File: config.mk
export PLATFORM = sky130hd
export DESIGN_NAME = uart_transmitter_flat
export DESIGN_NICKNAME = d
export VERILOG_FILES = /design/src/rtl/uart_pkg.sv /design/src/rtl/uart_transmitter_if.sv /design/src/rtl/uart_tx_fifo.sv /design/src/rtl/uart_transmitter.sv /design/src/flat_wrapper.sv
export SDC_FILE = /design/constraint.sdc
export NUM_CORES = 1
export LEC_CHECK = 0
export ABC_CLOCK_PERIOD_IN_PS = 3300
export BUFFER_PORTS_ARGS = -buffer_cell sky130_fd_sc_hd__buf_2
export CAP_MARGIN = 20
export CORE_MARGIN = 5
export CORE_UTILIZATION = 45
export CTS_BUF_LIST = sky130_fd_sc_hd__clkbuf_8
export DETAILED_ROUTE_END_ITERATION = 16
export PLACE_DENSITY = 0.64
export SYNTH_ARGS = -nofsm -noshare
export SYNTH_HDL_FRONTEND = slang
export SYNTH_SLANG_ARGS = --single-unit
File: constraint.sdc
create_clock -name clk -period 3.3 [get_ports clk]
set_input_delay 0 -clock clk [delete_from_list [all_inputs] [get_ports clk]]
set_output_delay 0 -clock clk [all_outputs]
set_load 0.01 [all_outputs]
File: src/rtl/uart_pkg.sv
// Shared UART definitions: transmitter state encoding and the default bit timing.
// PARITY_BIT state exists only when UART_TX_PARITY_EN is defined.
package uart_pkg;

  localparam int CLKS_PER_BIT_DEFAULT = 21810;
  localparam int DATA_BITS            = 8;

  typedef enum logic [2:0] {
    ST_IDLE,
    ST_START_BIT,
    ST_DATA_BITS,
`ifdef UART_TX_PARITY_EN
    ST_PARITY_BIT,
`endif
    ST_STOP_BIT
  } TxState;

endpackage

File: src/rtl/uart_transmitter_if.sv
// Byte write channel into the transmitter: a single-cycle strobe with no backpressure.
interface uart_tx_if;
  import uart_pkg::*;

  logic [DATA_BITS-1:0] i_data;
  logic                 i_valid;

  modport master (output i_data, output i_valid);
  modport slave  (input  i_data, input  i_valid);
endinterface

File: src/rtl/uart_tx_fifo.sv
// Small first-word-fall-through FIFO; a push into a full FIFO succeeds only alongside a pop.
module uart_tx_fifo #(
  parameter int DEPTH = 4,
  parameter int WIDTH = 8
) (
  input  logic             clk,
  input  logic             i_reset_n,
  input  logic             i_push,
  input  logic [WIDTH-1:0] i_push_data,
  input  logic             i_pop,
  output logic [WIDTH-1:0] o_pop_data,
  output logic             o_empty,
  output logic             o_full
);

  localparam int AW = $clog2(DEPTH);

  logic [WIDTH-1:0] mem [DEPTH];
  logic [AW-1:0]    wr_ptr;
  logic [AW-1:0]    rd_ptr;
  logic [AW:0]      count;
  logic             do_push;
  logic             do_pop;

  assign o_empty    = (count == '0);
  assign o_full     = (count == (AW+1)'(DEPTH));
  assign do_pop     = i_pop && !o_empty;
  assign do_push    = i_push && (!o_full || do_pop);
  assign o_pop_data = mem[rd_ptr];

  always_ff @(posedge clk or negedge i_reset_n) begin
    if (!i_reset_n) begin
      wr_ptr <= '0;
      rd_ptr <= '0;
      count  <= '0;
    end else begin
      if (do_push) wr_ptr <= wr_ptr + AW'(1);
      if (do_pop)  rd_ptr <= rd_ptr + AW'(1);
      case ({do_push, do_pop})
        2'b10:   count <= count + (AW+1)'(1);
        2'b01:   count <= count - (AW+1)'(1);
        default: count <= count;
      endcase
    end
  end

  // Storage carries no reset; occupancy alone decides what is valid.
  always_ff @(posedge clk) begin
    if (do_push) mem[wr_ptr] <= i_push_data;
  end

endmodule

File: src/rtl/uart_transmitter.sv
// 8N1 UART transmitter with an input FIFO and a sticky overflow flag.
// Defining UART_TX_PARITY_EN inserts an even-parity bit before the stop bit.
module uart_transmitter
  import uart_pkg::*;
#(
  parameter int CLKS_PER_BIT = CLKS_PER_BIT_DEFAULT,
  parameter int FIFO_DEPTH   = 4
) (
  input  logic     clk,
  input  logic     i_reset_n,
  uart_tx_if.slave wr,
  output logic     o_tx,
  output logic     o_busy,
  output logic     o_fifo_full,
  output logic     o_overflow
);

  localparam int CW    = $clog2(CLKS_PER_BIT);
  localparam int BW    = $clog2(DATA_BITS);
  localparam logic [CW-1:0] CYC_LAST = CW'(CLKS_PER_BIT - 1);
  localparam logic [BW-1:0] BIT_LAST = BW'(DATA_BITS - 1);

  TxState               state, state_nxt;
  logic [CW-1:0]        cyc_cnt, cyc_nxt;
  logic [BW-1:0]        bit_idx, bit_nxt;
  logic [DATA_BITS-1:0] shift, shift_nxt;
  logic                 tx_reg, tx_nxt;
  logic                 overflow;
  logic                 fifo_pop;
  logic                 fifo_empty;
  logic                 fifo_full;
  logic [DATA_BITS-1:0] fifo_data;
  logic                 bit_done;
`ifdef UART_TX_PARITY_EN
  logic                 parity, parity_nxt;
`endif

  uart_tx_fifo #(
    .DEPTH (FIFO_DEPTH),
    .WIDTH (DATA_BITS)
  ) u_fifo (
    .clk         (clk),
    .i_reset_n   (i_reset_n),
    .i_push      (wr.i_valid),
    .i_push_data (wr.i_data),
    .i_pop       (fifo_pop),
    .o_pop_data  (fifo_data),
    .o_empty     (fifo_empty),
    .o_full      (fifo_full)
  );

  assign bit_done    = (cyc_cnt == CYC_LAST);
  assign o_tx        = tx_reg;
  assign o_busy      = (state != ST_IDLE) || !fifo_empty;
  assign o_fifo_full = fifo_full;
  assign o_overflow  = overflow;

  always_ff @(posedge clk or negedge i_reset_n) begin
    if (!i_reset_n) begin
      state    <= ST_IDLE;
      cyc_cnt  <= '0;
      bit_idx  <= '0;
      shift    <= '0;
      tx_reg   <= 1'b1;
      overflow <= 1'b0;
    end else begin
      state   <= state_nxt;
      cyc_cnt <= cyc_nxt;
      bit_idx <= bit_nxt;
      shift   <= shift_nxt;
      tx_reg  <= tx_nxt;
      if (wr.i_valid && fifo_full && !fifo_pop) overflow <= 1'b1;
    end
  end

`ifdef UART_TX_PARITY_EN
  always_ff @(posedge clk or negedge i_reset_n) begin
    if (!i_reset_n) parity <= 1'b0;
    else            parity <= parity_nxt;
  end
`endif

  // The line value for the next cycle is decided together with the state change.
  always_comb begin
    state_nxt = state;
    cyc_nxt   = cyc_cnt;
    bit_nxt   = bit_idx;
    shift_nxt = shift;
    tx_nxt    = tx_reg;
    fifo_pop  = 1'b0;
`ifdef UART_TX_PARITY_EN
    parity_nxt = parity;
`endif
    case (state)
      ST_IDLE: begin
        tx_nxt = 1'b1;
        if (!fifo_empty) begin
          fifo_pop  = 1'b1;
          shift_nxt = fifo_data;
          state_nxt = ST_START_BIT;
          tx_nxt    = 1'b0;
          cyc_nxt   = '0;
`ifdef UART_TX_PARITY_EN
          parity_nxt = ^fifo_data;
`endif
        end
      end
      ST_START_BIT: begin
        if (bit_done) begin
          state_nxt = ST_DATA_BITS;
          tx_nxt    = shift[0];
          bit_nxt   = '0;
          cyc_nxt   = '0;
        end else begin
          cyc_nxt = cyc_cnt + CW'(1);
        end
      end
      ST_DATA_BITS: begin
        if (bit_done) begin
          cyc_nxt = '0;
          if (bit_idx == BIT_LAST) begin
`ifdef UART_TX_PARITY_EN
            state_nxt = ST_PARITY_BIT;
            tx_nxt    = parity;
`else
            state_nxt = ST_STOP_BIT;
            tx_nxt    = 1'b1;
`endif
          end else begin
            shift_nxt = shift >> 1;
            bit_nxt   = bit_idx + BW'(1);
            tx_nxt    = shift[1];
          end
        end else begin
          cyc_nxt = cyc_cnt + CW'(1);
        end
      end
`ifdef UART_TX_PARITY_EN
      ST_PARITY_BIT: begin
        if (bit_done) begin
          state_nxt = ST_STOP_BIT;
          tx_nxt    = 1'b1;
          cyc_nxt   = '0;
        end else begin
          cyc_nxt = cyc_cnt + CW'(1);
        end
      end
`endif
      ST_STOP_BIT: begin
        if (bit_done) begin
          cyc_nxt = '0;
          if (!fifo_empty) begin
            fifo_pop  = 1'b1;
            shift_nxt = fifo_data;
            state_nxt = ST_START_BIT;
            tx_nxt    = 1'b0;
`ifdef UART_TX_PARITY_EN
            parity_nxt = ^fifo_data;
`endif
          end else begin
            state_nxt = ST_IDLE;
            tx_nxt    = 1'b1;
          end
        end else begin
          cyc_nxt = cyc_cnt + CW'(1);
        end
      end
      default: begin
        state_nxt = ST_IDLE;
        tx_nxt    = 1'b1;
        cyc_nxt   = '0;
      end
    endcase
  end

endmodule
File: src/flat_wrapper.sv
// flat-port wrapper written by rule: the top's interface ports become plain ports
module uart_transmitter_flat import uart_pkg::*;
#(
  parameter int CLKS_PER_BIT = CLKS_PER_BIT_DEFAULT,
  parameter int FIFO_DEPTH   = 4
)
  (clk, i_reset_n, o_tx, o_busy, o_fifo_full, o_overflow, wr_i_data, wr_i_valid);
  uart_tx_if wr_i ();
  input  logic clk;
  input  logic i_reset_n;
  output logic o_tx;
  output logic o_busy;
  output logic o_fifo_full;
  output logic o_overflow;
  input wire logic [$bits(wr_i.i_data)-1:0] wr_i_data;
  input wire logic [$bits(wr_i.i_valid)-1:0] wr_i_valid;
  assign wr_i.i_data = wr_i_data;
  assign wr_i.i_valid = wr_i_valid;
  uart_transmitter #(.CLKS_PER_BIT(CLKS_PER_BIT), .FIFO_DEPTH(FIFO_DEPTH)) u_core (.clk(clk), .i_reset_n(i_reset_n), .wr(wr_i), .o_tx(o_tx), .o_busy(o_busy), .o_fifo_full(o_fifo_full), .o_overflow(o_overflow));
endmodule
==> flow_metrics.tcl, run 1 <==
set metrics [dict create \
    yosys.area_share.adder 0.05142 \
    synth_top_family_by_area "compound AO/OA/AOI/OAI gates" \
    core_area_um2 7214 \
    cp-end-kind "flip-flop" \
    multi_input_area_um2 1335 \
    first_pass_iters 4 \
    synth_ff_type "dfrtp_1" \
    dpl-instance-area_um2 3485 \
    cp_common_cell "a21oi_2" \
    period_share 0.8107 \
    drv_slew 0 \
    ctsResizeCount 0 \
    synth-xor-area-share 0.01588 \
    drc 0 \
    grt_usage 0.1429 \
    synth_cell_types 51 \
    tritoncts "done" \
    max_cap_viol_count 0 \
    synthTopCellsByArea "edfxtp_1 29%, dfrtp_1 27%, mux4_2 5.4%, ha_1 4.5%, o21ai_0 3.6%" \
    leakage_nw 1.509 \
    cts-root-buf "clkbuf_8" \
    fp.dieH_um 95.76 \
    final_common_cell "dfrtp_1" \
    crit_buf_inv 1 \
    grt_max_degree 38 \
    synth_seq_cells 69 \
    min_path_type "input pin to async pin" \
    yosys_warnings 0 \
    yosys.area.top_type "edfxtp_1" \
    cpMaxStageDelayCell "or4b_4" \
    cp.arrival_ns 2.68 \
    fmax_ghz 0.3738 \
    fillers 632 \
    synth_top_area_frac 0.2904 \
    regArea_um2 1888 \
    numCtsBuffers 9 \
    setup_tns_ns 0 \
    required_ns 3.31 \
    synth_area_um2 3309 \
    hold-worst-slack_ns 0.2985 \
    busiest_layer "met2" \
    worstPathCellList "or4b_4 > nor4_4 > buf_4 > a21oi_2 > a21oi_2 > and2_1" \
    finalCriticalPeriod_ns 2.675 \
    antenna_found_initial 0 \
    synth-simple-area-share 0.1229 \
    synth-async-reset-ratio 0.5362 \
    status "finished clean" \
    layout_common_cells "36 x dfrtp_1, 32 x edfxtp_1, 30 x nand2_1" \
    nets 322 \
    postLayoutCellArea_um2 3784 \
    die_x_um 95.76 \
    avgSynthCellArea_um2 12.30 \
    critPathKind "flip-flop to flip-flop" \
    die_area_um2 9169 \
    critPathMaxStageDelay_ns 0.57 \
    ant_nets 0 \
    grt.met3_usage 0.03987 \
    crit_fanout 8 \
    cts_setup_buffers 0 \
    synth_compound_area_frac 0.1251 \
    clockBufferDepth 2 \
    drt_iter0_drc 74 \
    syn_nets 293 \
    hold_viol 0 \
    rows 31 \
    grt_first_pass_wirelength_mm 10.07 \
    drive_gt1_frac 0.1749 \
    start_kind "flip-flop" \
    wl_per_cell_um 14.58 \
    rsz0062_at_grt "false" \
    clkTransAtPathRegs_ns 0.08 \
    cts_hold_buf 10 \
    routed_via_density 5.281 \
    place_hpwl_mm 4.056 \
    vias 2123 \
    powerDensity_nw_per_um2 822.9 \
    start_util 0.4587 \
    portBuffers 14 \
    use_met2 0.2206 \
    antenna_cells 0 \
    overflow 0 \
    grt_use_met1 0.1902 \
    synth_edf_count 32 \
    first_global_vias 2040 \
    cts.sinks 69 \
    synthCells 269 \
    finalSetupViolations 0 \
    clkLatencyLatePin_ns 0.34 \
    tightest_slew_ns 0.8475 \
    area_growth_pct 14.33 \
    finalWirelength_mm 5.863 \
    synth_mux_area_frac 0.08809 \
    ir_drop_mv 0.4531 \
    clock_skew_ns 0.01031 \
    globalplace.congestion 0.7855 \
    relSlewSlack 0.4329 \
    crit_family "simple AND/OR/NAND/NOR gates" \
    io_pins 15 \
    cts-htree-levels 3 \
    synth_seq_area_share 0.5705 \
]
==> synth_stat cells (all sizes together) (2+ instances only) <==
| master | n |
|---|---|
| dfrtp | 36 |
| a21oi | 6 |
| o21ai | 32 |
| mux2i | 10 |
| o31ai | 3 |
| nor2b | 2 |
| buf | 2 |
| a221oi | 2 |
| nor3b | 2 |
| a21o | 2 |
| a31oi | 6 |
| a22o | 6 |
| nand4 | 4 |
| mux4 | 8 |
| ha | 12 |
| nand2 | 31 |
| nand2b | 2 |
| clkbuf | 7 |
| inv | 11 |
| nor2 | 9 |
| nand3 | 6 |
| xnor2 | 6 |
| or4b | 2 |
| and3 | 3 |
| edfxtp | 32 |
| nor3 | 5 |
| nor4 | 2 |
| and2 | 5 |
==> area by class of cell <==
class	instances	share of cell area
clock inverter	7	0.01984
inverter	12	0.01190
clock buffer	9	0.03274
multi-input combinational	179	0.3528
timing repair buffer	27	0.05093
tap	99	0.03274
sequential	69	0.4990
==> cells by family after synthesis <==
kind of cell,after synthesis
compound gates,64
xor+xnor,6
fa+ha+maj,13
simple gates,77
buf+inv,21
mux,19
flops,69
==> metrics by stage <==
stage	cells	power, mW	worst slack, ns	utilization
detailed placement	376	2.451	0.6105	0.4830
floorplan	269	2.212	0.5965	-
finish	402	3.113	0.6248	0.5245
global placement	376	2.422	0.6738	0.4830
global route	402	3.353	0.4706	0.5245
CTS	402	3.152	0.5890	0.5245
==> state kept, by name (all words and copies together), names as in the netlist <==
signal                flops
u_core.cyc_cnt           15
u_core.u_fifo.wr_ptr      2
u_core.bit_idx            3
u_core.shift              8
u_core.state              2
u_core.u_fifo.count       3
u_core.o_overflow         1
u_core.o_tx               1
u_core.u_fifo.rd_ptr      2
u_core.u_fifo.mem        32
==> where the power goes <==
part	switching, mW	leakage, nW	total [mW]	internal [mW]
sequential	0.175	0.764	1.31	1.14
clock	0.335	0.0972	0.686	0.351
combinational	0.604	0.648	1.11	0.510
==> per-layer routing <==
| metal | vias to the layer above | part of all wire |
|---|---|---|
| met4 | 0 | 0.0094 |
| li1 | 1060 | - |
| met1 | 1019 | 0.49 |
| met3 | 6 | 0.033 |
| met2 | 38 | 0.47 |
| met5 | - | 0 |
==> worst paths after layout <==
kind,startpoint,end,slack (ns),cells past startpoint
max reg2reg,u_core.cyc_cnt[3],u_core.u_fifo.mem[3][3],0.62,6
max,u_core.cyc_cnt[3],u_core.u_fifo.mem[3][3],0.62,6
min in group clk,wr_i_data[4],u_core.u_fifo.mem[1][4],0.41,2
min,i_reset_n,u_core.shift[6],0.30,2
max in group asynchronous,i_reset_n,u_core.o_overflow,2.46,2
min reg2reg,u_core.o_overflow,u_core.o_overflow,0.47,1
Note: power is estimated with default switching activity, not from simulation.
==> inputs of run 2 (changes only) <==
- ABC_AREA: default -> 1
- ABC_CLOCK_PERIOD_IN_PS: 3300 -> 2800
- clock period: 3.3 -> 2.8 ns (I/O delays scaled with it)
==> run 2 against run 1 <==
Compared with the run above: clock-buffer cell count is the same; design area increased by 0.83%; maximum frequency grew 19%; wire length increased by 3.6%; sequential power up 13%; global-route usage is 0.93 points higher; clock power up 23%; clock skew is 0.0021 ns lower; synthesized cell count rose by 27%; largest power group unchanged; highest routed layer unchanged.
==> flow_metrics.tcl, run 2 <==
set metrics [dict create \
    status "finished clean" \
    grt_first_pass_wirelength_mm 10.61 \
    first_pass_iters 4 \
    drc 0 \
    largest_register_ffs 32 \
    powerDensity_nw_per_um2 981.9 \
    leakage_nw 1.621 \
    synth-async-reset-ratio 0.5362 \
    core_area_um2 7214 \
    crit_fanout 6 \
    routed_via_density 4.963 \
    drt_iter0_drc 175 \
    cp.arrival_ns 2.47 \
    min_path_type "input pin to async pin" \
    first_global_vias 2287 \
    yosys.area.top_type "edfxtp_1" \
    cts_setup_buffers 0 \
    relSlewSlack 0.4535 \
    cts.sinks 69 \
    rr_worst_depth 12 \
    antenna_cells 0 \
    syn_nets 366 \
    finalWirelength_mm 6.076 \
    finalSetupViolations 0 \
    r2r_end "u_core.u_fifo.count[2]" \
    synth_cell_types 32 \
    fp.dieH_um 95.73 \
    setup_tns_ns 0 \
    start_util 0.4584 \
    fmax_ghz 0.4466 \
    period_share 0.7996 \
    wl_per_cell_um 12.66 \
    hold-worst-slack_ns 0.2830 \
    cts-root-buf "clkbuf_8" \
    finalCriticalPeriod_ns 2.239 \
    rsz0062_at_grt "false" \
    grt_usage 0.1522 \
    overflow 0 \
    synth_seq_cells 69 \
    ir_drop_mv 0.5797 \
    synthCells 342 \
    clockBufferDepth 2 \
    synth_edf_count 32 \
    synth_commonest_cells "76 x nand2_1, 45 x inv_1, 36 x dfrtp_1" \
    dp_slack_ns 0.5844 \
    start_kind "flip-flop" \
    clkLatencyLatePin_ns 0.34 \
    critPathKind "flip-flop to flip-flop" \
    io_pins 15 \
    nets 400 \
    regMostFlops "u_core.u_fifo.mem" \
    top_regs "u_core.u_fifo.mem: 32 flops, u_core.cyc_cnt: 15 flops, u_core.shift: 8 flops" \
    place_hpwl_mm 4.167 \
    avgSynthCellArea_um2 9.669 \
    synth_most_common_cell "nand2_1" \
    r2r_setup_slack_ns 0.56 \
    drive_gt1_frac 0.1286 \
    synth_ff_type "dfrtp_1" \
    clkTransAtPathRegs_ns 0.08 \
    tightest_slew_ns 0.8198 \
    rows 31 \
    vias 2382 \
    synthTopCellsByArea "edfxtp_1 29%, dfrtp_1 27%, nand2_1 8.6%, inv_1 5.1%, o21ai_0 4.7%" \
    synth_area_um2 3307 \
    ant_nets 0 \
    timing.final.ws_setup_ns 0.5610 \
    yosys_warnings 0 \
    cts-htree-levels 3 \
    die_x_um 95.73 \
    cp-end-kind "flip-flop" \
    die_area_um2 9163 \
    globalplace.congestion 0.8299 \
    grt_max_degree 38 \
    final_common_cell "nand2_1" \
    r2r_start "u_core.state[0]" \
    final_core_util 0.5288 \
    synth_seq_area_share 0.5709 \
    fillers 667 \
    hold_viol 0 \
    clock_skew_ns 0.008253 \
    drv_slew 0 \
    layout_common_cells "76 x nand2_1, 45 x inv_1, 36 x dfrtp_1" \
    synth_top_area_frac 0.2906 \
    required_ns 3.04 \
    portBuffers 14 \
    tritoncts "done" \
    numCtsBuffers 9 \
    antenna_found_initial 0 \
    max_cap_viol_count 0 \
    area_growth_pct 15.36 \
]
==> run 2: worst max-delay path by stage <==
stage,from,to,slack [ns],depth (start not counted)
floorplan,u_core.state[0],u_core.u_fifo.mem[0][0],0.77,8
global placement,u_core.state[0],u_core.u_fifo.count[2],0.70,12
detailed placement,u_core.state[0],u_core.u_fifo.count[2],0.58,12
CTS,u_core.state[0],u_core.u_fifo.count[2],0.56,12
global route,u_core.state[0],u_core.u_fifo.count[2],0.33,12
finish,u_core.state[0],u_core.u_fifo.count[2],0.56,12
==> run 2: cells by family after synthesis <==
kind of cell             Yosys count  synth area share
AO/OA/AOI/OAI                     70            0.1275
XOR/XNOR                           9           0.02384
adder cells (fa/ha/maj)           13           0.05146
buffers and inverters             55           0.06659
flip-flops                        69            0.5709
AND/OR/NAND/NOR                  126            0.1597
==> run 2: layer usage <==
metal,track usage,share of wire
met5,0,0
met4,0.05687,0.015
met3,0.04378,0.044
met2,0.2345,0.46
met1,0.2042,0.49
==> run 2: where the power goes <==
group / switching, mW / internal (mW)
Combinational: 0.902 / 0.524
Sequential: 0.135 / 1.34
Clock: 0.419 / 0.425
==> run 2: final cells by class <==
class                           count  area, um2  area share
Multi-Input combinational cell    218       1199      0.3142
Clock inverter                      7      81.33     0.02132
Sequential cell                    69       1888      0.4949
Tap cell                           99      123.9     0.03247
Clock buffer                        9      123.9     0.03247
Timing Repair Buffer               31      222.7     0.05838
Inverter                           47      176.4     0.04624
==> run 2: what timing repair did <==
item                                   CTS  global route
resized for setup                        0             0
hold buffers                            10             0
endpoints found under the hold margin   69             0
==> run 2: per-stage QoR <==
| step | power (mW) | instance area (um2) | std cells |
|---|---|---|---|
| floorplan | 2.568 | 3307 | 342 |
| global placement | 2.883 | 3510 | 454 |
| detailed placement | 2.926 | 3510 | 454 |
| CTS | 3.787 | 3815 | 480 |
| global route | 4.072 | 3815 | 480 |
| finish | 3.746 | 3815 | 480 |
==> run 2: worst max-delay path, cell delays in order, from the launching register on <==
cell and delay [ns]:
dfrtp_1 0.41, ha_1 0.23, a21boi_0 0.27, nand3_1 0.11
nand2_1 0.10, nand2_1 0.13, nor2_1 0.11, inv_1 0.08
fa_1 0.38, o21ai_0 0.12, nand2_1 0.09, nand2_1 0.06
nand2_1 0.04
==> inputs of run 3 (changes only) <==
- ABC_AREA: 1 -> 0
- ABC_CLOCK_PERIOD_IN_PS: 2800 -> 2000
- PLACE_DENSITY: 0.64 -> 0.67
- clock period: 2.8 -> 2 ns (I/O delays scaled with it)
==> run 3 against run 2 <==
Compared with the run above: the run now ends with negative setup slack left; global-route usage is 0.77 points higher; die area barely moved; power grew 59%; design area increased by 13%; sequential cell count unchanged; wire length rose by 13%; clock skew is 0.0015 ns higher; critical endpoint is now u_core.u_fifo.count[1].
==> flow_metrics.tcl, run 3 (synthesized netlist as in run 1, its figures left out) <==
set metrics [dict create \
    largest_register_ffs 32 \
    start_kind "flip-flop" \
    period_share 1.310 \
    layout_common_cells "41 x buf_4, 36 x dfrtp_1, 32 x edfxtp_1" \
    r2r_end "u_core.u_fifo.count[1]" \
    max_cap_viol_count 0 \
    hold_depth 3 \
    pwr-share-clk 0.181 \
    fillers 573 \
    whs_endpoint "u_core.u_fifo.count[0]" \
    finalSetupViolations 62 \
    first_global_vias 2304 \
    p_int_mw 3.744 \
    rsz0062_at_grt "true" \
    finalCriticalPeriod_ns 2.619 \
    area_growth_pct 30.55 \
    grt_max_degree 38 \
    relSlewSlack 0.3371 \
    antenna_cells 0 \
    seq_power_share 0.353 \
    multi_input_area_um2 1509 \
    leakage_nw 1.834 \
    rr_worst_depth 8 \
    start_util 0.4587 \
    clkTransAtPathRegs_ns 0.08 \
    tightest_slew_ns 0.9853 \
    cp.arrival_ns 2.86 \
    portBuffers 14 \
    powerDensity_nw_per_um2 1375 \
    status "finished, violations left" \
    ir_drop_mv 0.9584 \
    grt_first_pass_wirelength_mm 11.11 \
    clock_skew_ns 0.009714 \
    clkLatencyLatePin_ns 0.35 \
    crit_start "u_core.cyc_cnt[6]" \
    routed_via_density 5.330 \
    vias 2393 \
    violations "negative setup slack" \
    die_area_um2 9169 \
    regMostFlops "u_core.u_fifo.mem" \
    finalWirelength_mm 6.868 \
    place_hpwl_mm 4.442 \
    io_pins 15 \
    timing.final.ws_setup_ns -0.6192 \
    cp-end-kind "flip-flop" \
    cts-root-buf "clkbuf_8" \
    drc 0 \
    p_comb_frac 0.466 \
    swShare 0.3698 \
    first_pass_iters 4 \
    p_sw_mw 2.197 \
    regArea_um2 1888 \
    antenna_found_initial 0 \
    setup_tns_ns -17.65 \
    dpl-instance-area_um2 3779 \
    postLayoutCellArea_um2 4320 \
    tritoncts "done" \
    min_path_type "input pin to flip-flop" \
    required_ns 2.24 \
    drive_gt1_frac 0.3743 \
    r2r_start "u_core.cyc_cnt[6]" \
    top_regs "u_core.u_fifo.mem: 32 flops, u_core.cyc_cnt: 15 flops, u_core.shift: 8 flops" \
    fp.dieH_um 95.76 \
    drt_iter0_drc 143 \
    nets 369 \
    wl_per_cell_um 15.30 \
    die_x_um 95.76 \
    fmax_ghz 0.3818 \
    crit_fanout 3 \
    hp-start "wr_i_valid" \
    cts.sinks 69 \
    overflow 0 \
    critPathKind "flip-flop to flip-flop" \
    numCtsBuffers 9 \
    clockBufferDepth 2 \
    grt_usage 0.1599 \
    cts-htree-levels 3 \
    core_area_um2 7214 \
    ant_nets 0 \
    worstPathCellList "or4b_4 > nor4_4 > a21o_1 > nand2_2 > fa_2 > nor2b_4 > a21oi_2 > a22o_1" \
    cpMaxStageDelayCell "or4b_4" \
    hold_viol 0 \
    final_common_cell "buf_4" \
    r2r_setup_slack_ns -0.62 \
    globalplace.congestion 0.8566 \
    drv_slew 0 \
    critPathMaxStageDelay_ns 0.58 \
    rows 31 \
]
run 3: per-stage QoR:
step	setup slack, ns	std cells	hold WS [ns]	utilization	power [mW]
6_report	-0.6192	449	0.05984	0.5989	5.941
5_1_grt	-0.6989	449	0.09129	0.5989	6.351
4_1_cts	-0.5219	443	0.01856	0.5749	5.680
3_5_place_dp	-0.5125	413	0.1572	0.5238	4.417
3_3_place_gp	-0.4739	413	0.1489	0.5238	4.351
2_1_floorplan	-0.7026	269	-0.2956	-	3.696
run 3: worst max-delay path, delay by kind of cell (launching register included):
| family | cells | cell delay, ns |
|---|---|---|
| adders and majority gates | 1 | 0.55 |
| DFF | 1 | 0.38 |
| and+or+nand+nor | 4 | 1.13 |
| AOI/OAI and AO/OA | 3 | 0.45 |
run 3: area by class of cell:
class | count | share of cell area
Inverter | 12 | 0.01043
Sequential cell | 69 | 0.4370
Multi-Input combinational cell | 180 | 0.3493
Clock inverter | 7 | 0.01448
Tap cell | 99 | 0.02867
Timing Repair Buffer | 73 | 0.1315
Clock buffer | 9 | 0.02867
run 3: power by group through the flow:
stage	registers, mW	logic, mW	clock network [mW]
after floorplan	2.06	1.63	0
after global placement	2.11	2.24	0
after detailed placement	2.12	2.30	0
after CTS	2.09	2.49	1.10
after global routing	2.14	3.04	1.17
final	2.10	2.77	1.07
run 3: per-layer routing:
| layer | share of wire | up-vias | global-route usage |
|---|---|---|---|
| li1 | - | 1162 | - |
| met1 | 0.46 | 1178 | 0.2152 |
| met2 | 0.49 | 40 | 0.2548 |
| met3 | 0.037 | 13 | 0.03362 |
| met4 | 0.015 | 0 | 0.06161 |
| met5 | 0 | - | 0 |
run 3: repair_timing:
item | CTS | global route
hold endpoints to repair | 69 | 0
gates resized for setup | 26 | 32
cloned | 2 | 0
hold buffers | 10 | 0
pin swaps | 8 | 21
setup endpoints to repair | 63 | 67
setup buffers | 2 | 6
run 3: how the worst max path moves through the flow:
stage                             end  slack, ns
2_1_floorplan  u_core.u_fifo.count[1]      -0.70
3_3_place_gp   u_core.u_fifo.count[1]      -0.47
3_5_place_dp   u_core.u_fifo.count[1]      -0.51
4_1_cts        u_core.u_fifo.count[1]      -0.52
5_1_grt        u_core.u_fifo.count[1]      -0.70
6_report       u_core.u_fifo.count[1]      -0.62
